===== config.mk =====
export PLATFORM = sky130hd
export DESIGN_NAME = tok_injector_flat
export DESIGN_NICKNAME = d
export VERILOG_FILES = /design/src/rtl/tok_injector_if.sv /design/src/rtl/tok_injector.sv /design/src/flat_wrapper.sv
export SDC_FILE = /design/constraint.sdc
export NUM_CORES = 1
export LEC_CHECK = 0
export CAP_MARGIN = 10
export CELL_PAD_IN_SITES_DETAIL_PLACEMENT = 0
export CELL_PAD_IN_SITES_GLOBAL_PLACEMENT = 1
export CORE_MARGIN = 1
export CORE_UTILIZATION = 42
export DETAILED_ROUTE_END_ITERATION = 6
export PLACE_DENSITY_LB_ADDON = 0.1
export SLEW_MARGIN = 20
export SYNTH_ARGS = -nofsm -noshare
export SYNTH_HDL_FRONTEND = slang
export SYNTH_SLANG_ARGS = --single-unit

===== constraint.sdc =====
create_clock -name clk -period 2.66 [get_ports clk]
set_input_delay 0.532 -clock clk [delete_from_list [all_inputs] [get_ports clk]]
set_output_delay 0.532 -clock clk [all_outputs]
set_load 0.05 [all_outputs]

===== src/rtl/tok_injector_if.sv =====
// Control and handshake bundle between the button/switch logic, the token
// injector and the entry stage of the CUES ring.
interface tok_injector_if #(
  parameter int CNT_W = 4
);
  logic             inject;
  logic [CNT_W-1:0] count;
  logic             ack_in;
  logic             req_out;
  logic             busy;
  logic             done;
  logic             err;
  logic [CNT_W-1:0] sent_cnt;

  modport master (
    output inject, count, ack_in,
    input  req_out, busy, done, err, sent_cnt
  );

  modport slave (
    input  inject, count, ack_in,
    output req_out, busy, done, err, sent_cnt
  );
endinterface


===== src/rtl/tok_injector.sv =====
// Clocked 4-phase initiator that pushes a burst of tokens into the self-timed
// ring, with a per-phase timeout that parks the block in a sticky error state.
module tok_injector #(
  parameter int SYNC_STAGES = 2,
  parameter int CNT_W       = 4,
  parameter int TO_W        = 10
) (
  input  logic          clk,
  input  logic          rst,
  tok_injector_if.slave bus
);

  typedef enum logic [1:0] {IDLE, REQ_HI, REQ_LO, ERR} state_t;

  // The counter only has to reach all-ones, so expiry is detected one count early.
  localparam logic [TO_W-1:0] TO_LAST = {{(TO_W-1){1'b1}}, 1'b0};

  logic [SYNC_STAGES-1:0] r_ackSync;
  state_t                 r_state;
  logic [CNT_W-1:0]       r_len;
  logic [CNT_W-1:0]       r_sentCnt;
  logic                   r_req;
  logic                   r_busy;
  logic                   r_done;
  logic                   r_err;
  logic [TO_W-1:0]        r_toCnt;

  state_t                 w_stateNext;
  logic [CNT_W-1:0]       w_lenNext;
  logic [CNT_W-1:0]       w_sentNext;
  logic                   w_reqNext;
  logic                   w_busyNext;
  logic                   w_doneNext;
  logic                   w_errNext;
  logic [TO_W-1:0]        w_toNext;
  logic                   w_ackS;
  logic                   w_toExpire;
  logic [CNT_W-1:0]       w_sentInc;

  assign w_ackS     = r_ackSync[SYNC_STAGES-1];
  assign w_toExpire = (r_toCnt == TO_LAST);
  assign w_sentInc  = r_sentCnt + 1'b1;

  always_comb begin
    w_stateNext = r_state;
    w_lenNext   = r_len;
    w_sentNext  = r_sentCnt;
    w_reqNext   = r_req;
    w_busyNext  = r_busy;
    w_doneNext  = 1'b0;
    w_errNext   = r_err;
    w_toNext    = r_toCnt;
    case (r_state)
      IDLE: begin
        if (bus.inject) begin
          w_sentNext = '0;
          if (bus.count == '0) begin
            w_doneNext = 1'b1;
          end else begin
            w_lenNext   = bus.count;
            w_busyNext  = 1'b1;
            w_reqNext   = 1'b1;
            w_toNext    = '0;
            w_stateNext = REQ_HI;
          end
        end
      end
      REQ_HI: begin
        if (w_ackS) begin
          w_reqNext   = 1'b0;
          w_toNext    = '0;
          w_stateNext = REQ_LO;
        end else if (w_toExpire) begin
          w_errNext   = 1'b1;
          w_busyNext  = 1'b0;
          w_stateNext = ERR;
        end else begin
          w_toNext = r_toCnt + 1'b1;
        end
      end
      REQ_LO: begin
        if (!w_ackS) begin
          w_sentNext = w_sentInc;
          if (w_sentInc == r_len) begin
            w_doneNext  = 1'b1;
            w_busyNext  = 1'b0;
            w_stateNext = IDLE;
          end else begin
            w_reqNext   = 1'b1;
            w_toNext    = '0;
            w_stateNext = REQ_HI;
          end
        end else if (w_toExpire) begin
          w_errNext   = 1'b1;
          w_busyNext  = 1'b0;
          w_stateNext = ERR;
        end else begin
          w_toNext = r_toCnt + 1'b1;
        end
      end
      // Request level is deliberately left alone so the ring never sees a protocol break.
      ERR: begin
        w_stateNext = ERR;
      end
      default: begin
        w_stateNext = IDLE;
      end
    endcase
  end

  always_ff @(posedge clk) begin
    if (rst) begin
      r_ackSync <= '0;
      r_state   <= IDLE;
      r_len     <= '0;
      r_sentCnt <= '0;
      r_req     <= 1'b0;
      r_busy    <= 1'b0;
      r_done    <= 1'b0;
      r_err     <= 1'b0;
      r_toCnt   <= '0;
    end else begin
      r_ackSync <= {r_ackSync[SYNC_STAGES-2:0], bus.ack_in};
      r_state   <= w_stateNext;
      r_len     <= w_lenNext;
      r_sentCnt <= w_sentNext;
      r_req     <= w_reqNext;
      r_busy    <= w_busyNext;
      r_done    <= w_doneNext;
      r_err     <= w_errNext;
      r_toCnt   <= w_toNext;
    end
  end

  assign bus.req_out  = r_req;
  assign bus.busy     = r_busy;
  assign bus.done     = r_done;
  assign bus.err      = r_err;
  assign bus.sent_cnt = r_sentCnt;

endmodule


===== src/flat_wrapper.sv =====
// flat-port wrapper written by rule: the top's interface ports become plain ports
module tok_injector_flat 
#(
  parameter int SYNC_STAGES = 2,
  parameter int CNT_W       = 4,
  parameter int TO_W        = 10
)
  (clk, rst, bus_inject, bus_count, bus_ack_in, bus_req_out, bus_busy, bus_done, bus_err, bus_sent_cnt);
  tok_injector_if #(.CNT_W(CNT_W)) bus_i ();
  input  logic clk;
  input  logic rst;
  input wire logic [$bits(bus_i.inject)-1:0] bus_inject;
  input wire logic [$bits(bus_i.count)-1:0] bus_count;
  input wire logic [$bits(bus_i.ack_in)-1:0] bus_ack_in;
  output wire logic [$bits(bus_i.req_out)-1:0] bus_req_out;
  output wire logic [$bits(bus_i.busy)-1:0] bus_busy;
  output wire logic [$bits(bus_i.done)-1:0] bus_done;
  output wire logic [$bits(bus_i.err)-1:0] bus_err;
  output wire logic [$bits(bus_i.sent_cnt)-1:0] bus_sent_cnt;
  assign bus_i.inject = bus_inject;
  assign bus_i.count = bus_count;
  assign bus_i.ack_in = bus_ack_in;
  assign bus_req_out = bus_i.req_out;
  assign bus_busy = bus_i.busy;
  assign bus_done = bus_i.done;
  assign bus_err = bus_i.err;
  assign bus_sent_cnt = bus_i.sent_cnt;
  tok_injector #(.SYNC_STAGES(SYNC_STAGES), .CNT_W(CNT_W), .TO_W(TO_W)) u_core (.clk(clk), .rst(rst), .bus(bus_i));
endmodule

==> results of run 1 <==
[cell families (layout without fill, tap and decap cells)]
logic type | after synthesis | in the layout | synth area share [%]
buf+inv | 17 | 28 | 4.90
simple gates | 70 | 70 | 23.8
fa+ha+maj | 8 | 8 | 6.43
flops | 26 | 26 | 33.4
mux | 3 | 3 | 2.01
compound gates | 54 | 54 | 25.2
xor+xnor | 6 | 6 | 4.26
[worst max path at each step]
stage / startpoint / endpoint / cells past startpoint
floorplan: u_core.bus.sent_cnt[0] / u_core.r_toCnt[8] / 7
global placement: bus_count[2] / u_core.r_toCnt[9] / 7
detailed placement: bus_count[3] / u_core.r_toCnt[9] / 7
CTS: bus_count[3] / u_core.r_toCnt[9] / 7
global route: bus_count[2] / u_core.r_toCnt[9] / 7
finish: bus_count[2] / u_core.r_toCnt[9] / 7
[layout by cell type, fill, tap and decap left out, types with 2 or more instances in the layout]
cell / instances
and4_1: 3
nor2b_1: 3
xor2_1: 2
a211oi_2: 2
a31oi_1: 3
and2_1: 3
o21ai_0: 9
nand3b_1: 2
nor3_1: 4
nand3_1: 11
and3_1: 4
a211oi_1: 5
dfxtp_1: 26
a41oi_1: 3
nand2_1: 16
nand2b_1: 4
a21oi_1: 15
inv_1: 6
or3_1: 2
buf_4: 3
clkdlybuf4s50_1: 15
o31ai_1: 2
xnor2_1: 3
mux2i_1: 2
o21bai_1: 3
nor2_1: 11
clkbuf_8: 3
ha_1: 8
o41ai_1: 2
nand4_1: 3
[routing by layer]
| layer | part of all wire [%] | up-vias | global-route usage [%] | wire length, µm |
|---|---|---|---|---|
| li1 | - | 698 | - | - |
| met3 | 4.2 | 2 | 4.01 | 145 |
| met1 | 47 | 654 | 24.4 | 1630 |
| met5 | 0 | - | 0 | 0 |
| met2 | 48 | 37 | 30.4 | 1640 |
| met4 | 0.55 | 0 | 4.07 | 19 |
[stage by stage]
stage / worst slack (ns) / hold slack (ns) / instance area [µm²]
final: 0.366 / 0.453 / 1810
after global routing: 0.252 / 0.478 / 1810
after floorplan: 0.525 / 0.414 / 1560
after CTS: 0.374 / 0.461 / 1810
after detailed placement: 0.0993 / 0.438 / 1730
after global placement: 0.198 / 0.417 / 1730
[registers in the layout, summed over array words and instances, names as in the netlist]
name and count:
u_core.r_state 2, u_core.r_ackSync 2, u_core.bus.done 1, u_core.r_len 4, u_core.bus.sent_cnt 4, u_core.bus.busy 1
u_core.r_toCnt 10, u_core.bus.err 1, u_core.bus.req_out 1
[final cells by class]
| cell class | count | share of cell area, % |
|---|---|---|
| clock buffers | 3 | 2.29 |
| clock inverters | 1 | 1.66 |
| inverters | 6 | 1.25 |
| multi-input cells | 141 | 53.2 |
| flip-flops and latches | 26 | 28.8 |
| well taps | 46 | 3.19 |
| repair buffers | 18 | 9.56 |
[worst max-delay path, cell delays in order]
cell             delay, ns
clkdlybuf4s50_1       0.50
o41ai_1               0.11
buf_4                 0.15
a21o_2                0.26
a31oi_4               0.44
nand4_1               0.15
a221oi_1              0.31
[power by group]
part           leakage [µW]  switching (µW)  internal, µW
clock             0.0000357             129           201
sequential         0.000211            11.0           402
combinational      0.000380            98.2          66.0
total              0.000627             238           669
==> key figures, run 1 <==
Run status
  • Outcome: finished clean

Yosys
  • Cell with the most instances after synthesis: dfxtp_1
  • Yosys warns: 0
  • Ranking of synthesized cells by area: dfxtp_1, ha_1, a21oi_1
  • Synthesized area per cell: approximately 8.5 µm²
  • Post-synth top cells: dfxtp_1, nand2_1, a21oi_1
  • Syn_nets: 200
  • Top cell type by total area after synthesis: dfxtp_1
  • #FFs+latches synth: 26
  • Post-Syn Area: approximately 1600 µm²
  • Sequential-to-total area share from yosys stat: 33.4%
  • Ys flop type: dfxtp_1
  • Yosys cell types: 48
  • Post-synth top area share: 33.4%
  • Post-synth EDFFs: 0
  • FFs w/ async S/R, synth: 0%
  • Post-Synthesis Cells: 184

Power
  • Overall power: 907 µW
  • PD cells: 502 nW/µm²
  • Peak supply drop: 288 µV
  • Leak Pwr: about 0.00063 µW

Final layout
  • Area of the multi-input gates: 961 µm²
  • Fillers: 319
  • Area delta synth->final: 15.9%
  • Post-route insts no fill: 241
  • Reg area: 520 µm²
  • Util after Layout: 52.5%
  • Ant diodes: 0
  • NumNets Final: 212
  • Share of layout cells above drive strength 1: 8.21%

Critical path
  • CP Data Required Time: between 2 and 3 ns
  • R2r setup slk: about 0.46 ns
  • Largest fanout on the critical path: 15
  • Worst Setup End Kind: register
  • CP Launch Type: input pin
  • Critical path class: in2reg
  • Worst r2r path cells: 6
  • Worst r2r src: u_core.bus.sent_cnt[0]
  • WP data arrival: 2.46 ns
  • RR Endpoint: u_core.r_toCnt[9]

Die
  • Die Wd: between 60 and 70 µm
  • Core Rows: 21
  • Number of I/O pins: 16
  • Die ar.: 3960 µm²
  • Core ar.: between 3000 and 4000 µm²
  • Starting density of the core: 45.3%
  • Die Ht: ~63 µm

Timing
  • TNS Setup: 0 ns
  • Hold Vio Cnt, Final: 0
  • RSZ-0062 raised after global routing: false
  • Period minus WS final: between 2 and 2.5 ns
  • Worst-margin pin slew: 0.613 ns
  • Ratio of final minimum period to clock period: 86.2%
  • Slew headroom: 59.0%
  • Fin Clk Skew: 0.00862 ns
  • Final setup viols: 0
  • F_max: 436 MHz
  • Slew Limit Fails: 0

Place
  • Post-Place Cells: 237
  • Buffers on Ports: 15
  • GP Congestion: 0.806
  • Post-DP HPWL: 2630 µm

Global routing
  • Initial antenna violation count: 0
  • Number of global-route vias before repair: 1306
  • Global route overflow: 0
  • Global-route wire length before repair: 5910 µm
  • Largest net degree at the start of global routing: 16
  • Global-route usage over all layers: between 15 and 20%

Worst hold path
  • Min-delay src: u_core.r_ackSync[0]
  • Hold path endpoint: u_core.r_ackSync[1]
  • Hold path cells: 1
  • Worst hold path class: reg2reg

CTS
  • Clk sinks: 26
  • Clock latency on the worst-skew pair: 0.27 ns
  • CTS tree: built
  • CTS H-tree depth: 1
  • CTS root buf: clkbuf_8
  • Clk buf depth: 2
  • Hold_buf cts: 0
  • Post_cts resized: 0
  • Reg clk slew, reported paths: 0.10 ns
  • # Post-CTS Setup Buffers: 0
  • TritonCTS Buffers: 3

Detailed routing
  • TritonRoute pass-1 iters: 4
  • DRC: 0
  • Initial DRC Count: 68
  • Total routed wirelength: approximately 3400 µm
  • Antenna Nets Post-Route: 0
  • Routed vias: 1391
  • Post-DR vias/cell: 5.77
  • Avg WL per Cell: 14.3 µm

Flow run
  • Max-cap violations: 0
Note: power is estimated with default switching activity, not from simulation.
==> run 2: changes to the inputs <==
Settings changed: SKIP_LAST_GASP from default to 1.
==> results of run 2 <==
Same layout as run 1: the final DEF is identical, and so are final timing and power.
==> run 3: changes to the inputs <==
Settings changed: CORE_UTILIZATION 42 to 35.
==> run 3 against run 2 <==
- critical path depth stayed put
- sequential power about the same
- utilization fell by 8.6 points
- wire length is 10% higher
- die area rose by 19%
- combinational power about the same
- cell count grew 2.1%
- sequential cell count is the same
- clock-buffer cell count did not move
- highest routed layer unchanged
==> key figures, run 3 (synthesis gave the netlist of run 1 again) <==
Critical path
  • Largest stage delay, worst path: 0.50 ns (about the same)
  • Largest fanout on the critical path: 15 (unchanged)
  • Worst r2r path cells: 6 (unchanged)
  • Critical path class: in2reg
  • CP Data Required Time: 2.85 ns (+0.02 ns)
  • Crit path max-delay cell type: clkdlybuf4s50_1
  • Worst Setup End Kind: register
  • CP Depth: 7 (unchanged)
  • CP Buf/Inv Count: 2 (unchanged)
  • CP Launch Type: input pin
  • CP Cell Sequence: clkdlybuf4s50_1 > o41ai_1 > buf_4 > a21o_2 > a31oi_4 > a41oi_1 > a211oi_1
  • Family with the most delay on the worst path: compound AO/OA/AOI/OAI gates
  • WP data arrival: 2.46 ns (about the same)

CTS
  • CTS root buf: clkbuf_8
  • # Post-CTS Setup Buffers: 0 (unchanged)
  • Post_cts resized: 0 (unchanged)
  • CTS H-tree depth: 1 (unchanged)
  • Hold_buf cts: 0 (unchanged)
  • Clk sinks: 26 (unchanged)
  • Reg clk slew, reported paths: 0.10 ns (about the same)
  • Clk buf depth: 2 (unchanged)
  • TritonCTS Buffers: 3 (unchanged)
  • CTS tree: built
  • Clock latency on the worst-skew pair: 0.28 ns (about the same)

Timing
  • Slew Limit Fails: 0 (unchanged)
  • TNS Setup: 0 ns (unchanged)
  • RSZ-0062 raised after global routing: false
  • Ratio of final minimum period to clock period: 85.1% (-1.1 points)
  • F_max: 442 MHz (+1.3%)
  • Hold Vio Cnt, Final: 0 (unchanged)
  • Slew headroom: 64.7% (+5.8 points)
  • Final setup viols: 0 (unchanged)
  • Period minus WS final: 2.26 ns (-0.0290 ns)
  • Worst-margin pin slew: 0.528 ns (-0.0854 ns)
  • Fin Clk Skew: 0.0103 ns (+0.00172 ns)

Place
  • GP Congestion: 0.806 (about the same)
  • Post-DP HPWL: 2790 µm (+6.1%)
  • Buffers on Ports: 15 (unchanged)

Detailed routing
  • Post-DR vias/cell: 5.67 (-1.8%)
  • Antenna Nets Post-Route: 0 (unchanged)
  • TritonRoute pass-1 iters: 4 (unchanged)
  • DRC: 0 (unchanged)
  • Initial DRC Count: 122 (+79%)
  • Routed vias: 1395 (+0.29%)
  • Avg WL per Cell: 15.4 µm (+8.0%)
  • Total routed wirelength: 3790 µm (+10%)

Power
  • Overall power: 919 µW (+1.4%)
  • Peak supply drop: 238 µV (-18%)
  • PD cells: 506 nW/µm² (+0.68%)
  • Leak Pwr: 0.000632 µW (+0.77%)

Global routing
  • Largest net degree at the start of global routing: 16 (unchanged)
  • Global-route usage over all layers: 18.6% (+0.14 points)
  • Initial antenna violation count: 0 (unchanged)
  • Global-route wire length before repair: 6460 µm (+9.3%)
  • Number of global-route vias before repair: 1355 (+3.8%)
  • Global route overflow: 0 (unchanged)

Die
  • Core Rows: 23 (+9.5%)
  • Die ar.: 4720 µm² (+19%)
  • Die Wd: 68.7 µm (+9.2%)
  • Core ar.: 4140 µm² (+20%)
  • Starting density of the core: 37.6% (-7.7 points)
  • Number of I/O pins: 16 (unchanged)
  • Die Ht: 68.7 µm (+9.2%)

Flow run
  • Max-cap violations: 0 (unchanged)

Final layout
  • Commonest non-fill, non-tap cell in the layout: dfxtp_1
  • Most frequent cells in the layout: dfxtp_1, nand2_1, a21oi_1, clkdlybuf4s50_1
  • Area delta synth->final: 16.7%
  • Util after Layout: 43.9% (-8.6 points)
  • Ant diodes: 0 (unchanged)
  • Most flops, register: u_core.r_toCnt
  • Largest register FFs: 10 (unchanged)
  • Share of layout cells above drive strength 1: 8.67% (+0.47 points)
  • NumNets Final: 213 (+0.47%)

Worst hold path
  • Hold path cells: 1 (unchanged)
  • Worst hold path class: reg2reg

Run status
  • Outcome: finished clean
-- run 3: per-layer routing --
layer	GRT usage, %	routed length [µm]	vias up
li1	-	-	709
met3	2.47	135	5
met4	6.12	47	0
met5	0	0	-
met1	24.0	1830	659
met2	31.7	1780	22
-- run 3: final cells by class --
type / count / area [µm²]
clock buffer: 3 / 41.3
clock inverter: 1 / 30.0
fill: 451 / 2330
inverter: 6 / 22.5
multi-input combinational: 141 / 961
sequential: 26 / 520
tap: 50 / 62.6
timing repair buffer: 19 / 180
-- run 3: where the power goes --
part / total [µW] / switching [µW] / internal (µW)
logic: 166 / 99.4 / 66.9
registers: 413 / 11.3 / 402
clock network: 340 / 138 / 202
total: 919 / 249 / 671
-- run 3: through the flow --
step / cells / setup WS, ns / hold WS [ns] / area (µm²)
finish: 246 / 0.395 / 0.445 / 1820
global route: 246 / 0.237 / 0.474 / 1820
CTS: 246 / 0.415 / 0.445 / 1820
detailed placement: 242 / 0.153 / 0.420 / 1750
global placement: 242 / 0.213 / 0.418 / 1750
floorplan: 184 / 0.525 / 0.414 / 1560
-- run 3: worst paths after layout --
check | slack (ns) | from | endpoint
worst max register to register | 0.43 | u_core.r_state[0] | u_core.r_toCnt[6]
worst max-delay path | 0.40 | bus_count[2] | u_core.r_toCnt[6]
worst min register to register | 0.44 | u_core.r_ackSync[0] | u_core.r_ackSync[1]
worst min-delay path | 0.44 | u_core.r_ackSync[0] | u_core.r_ackSync[1]
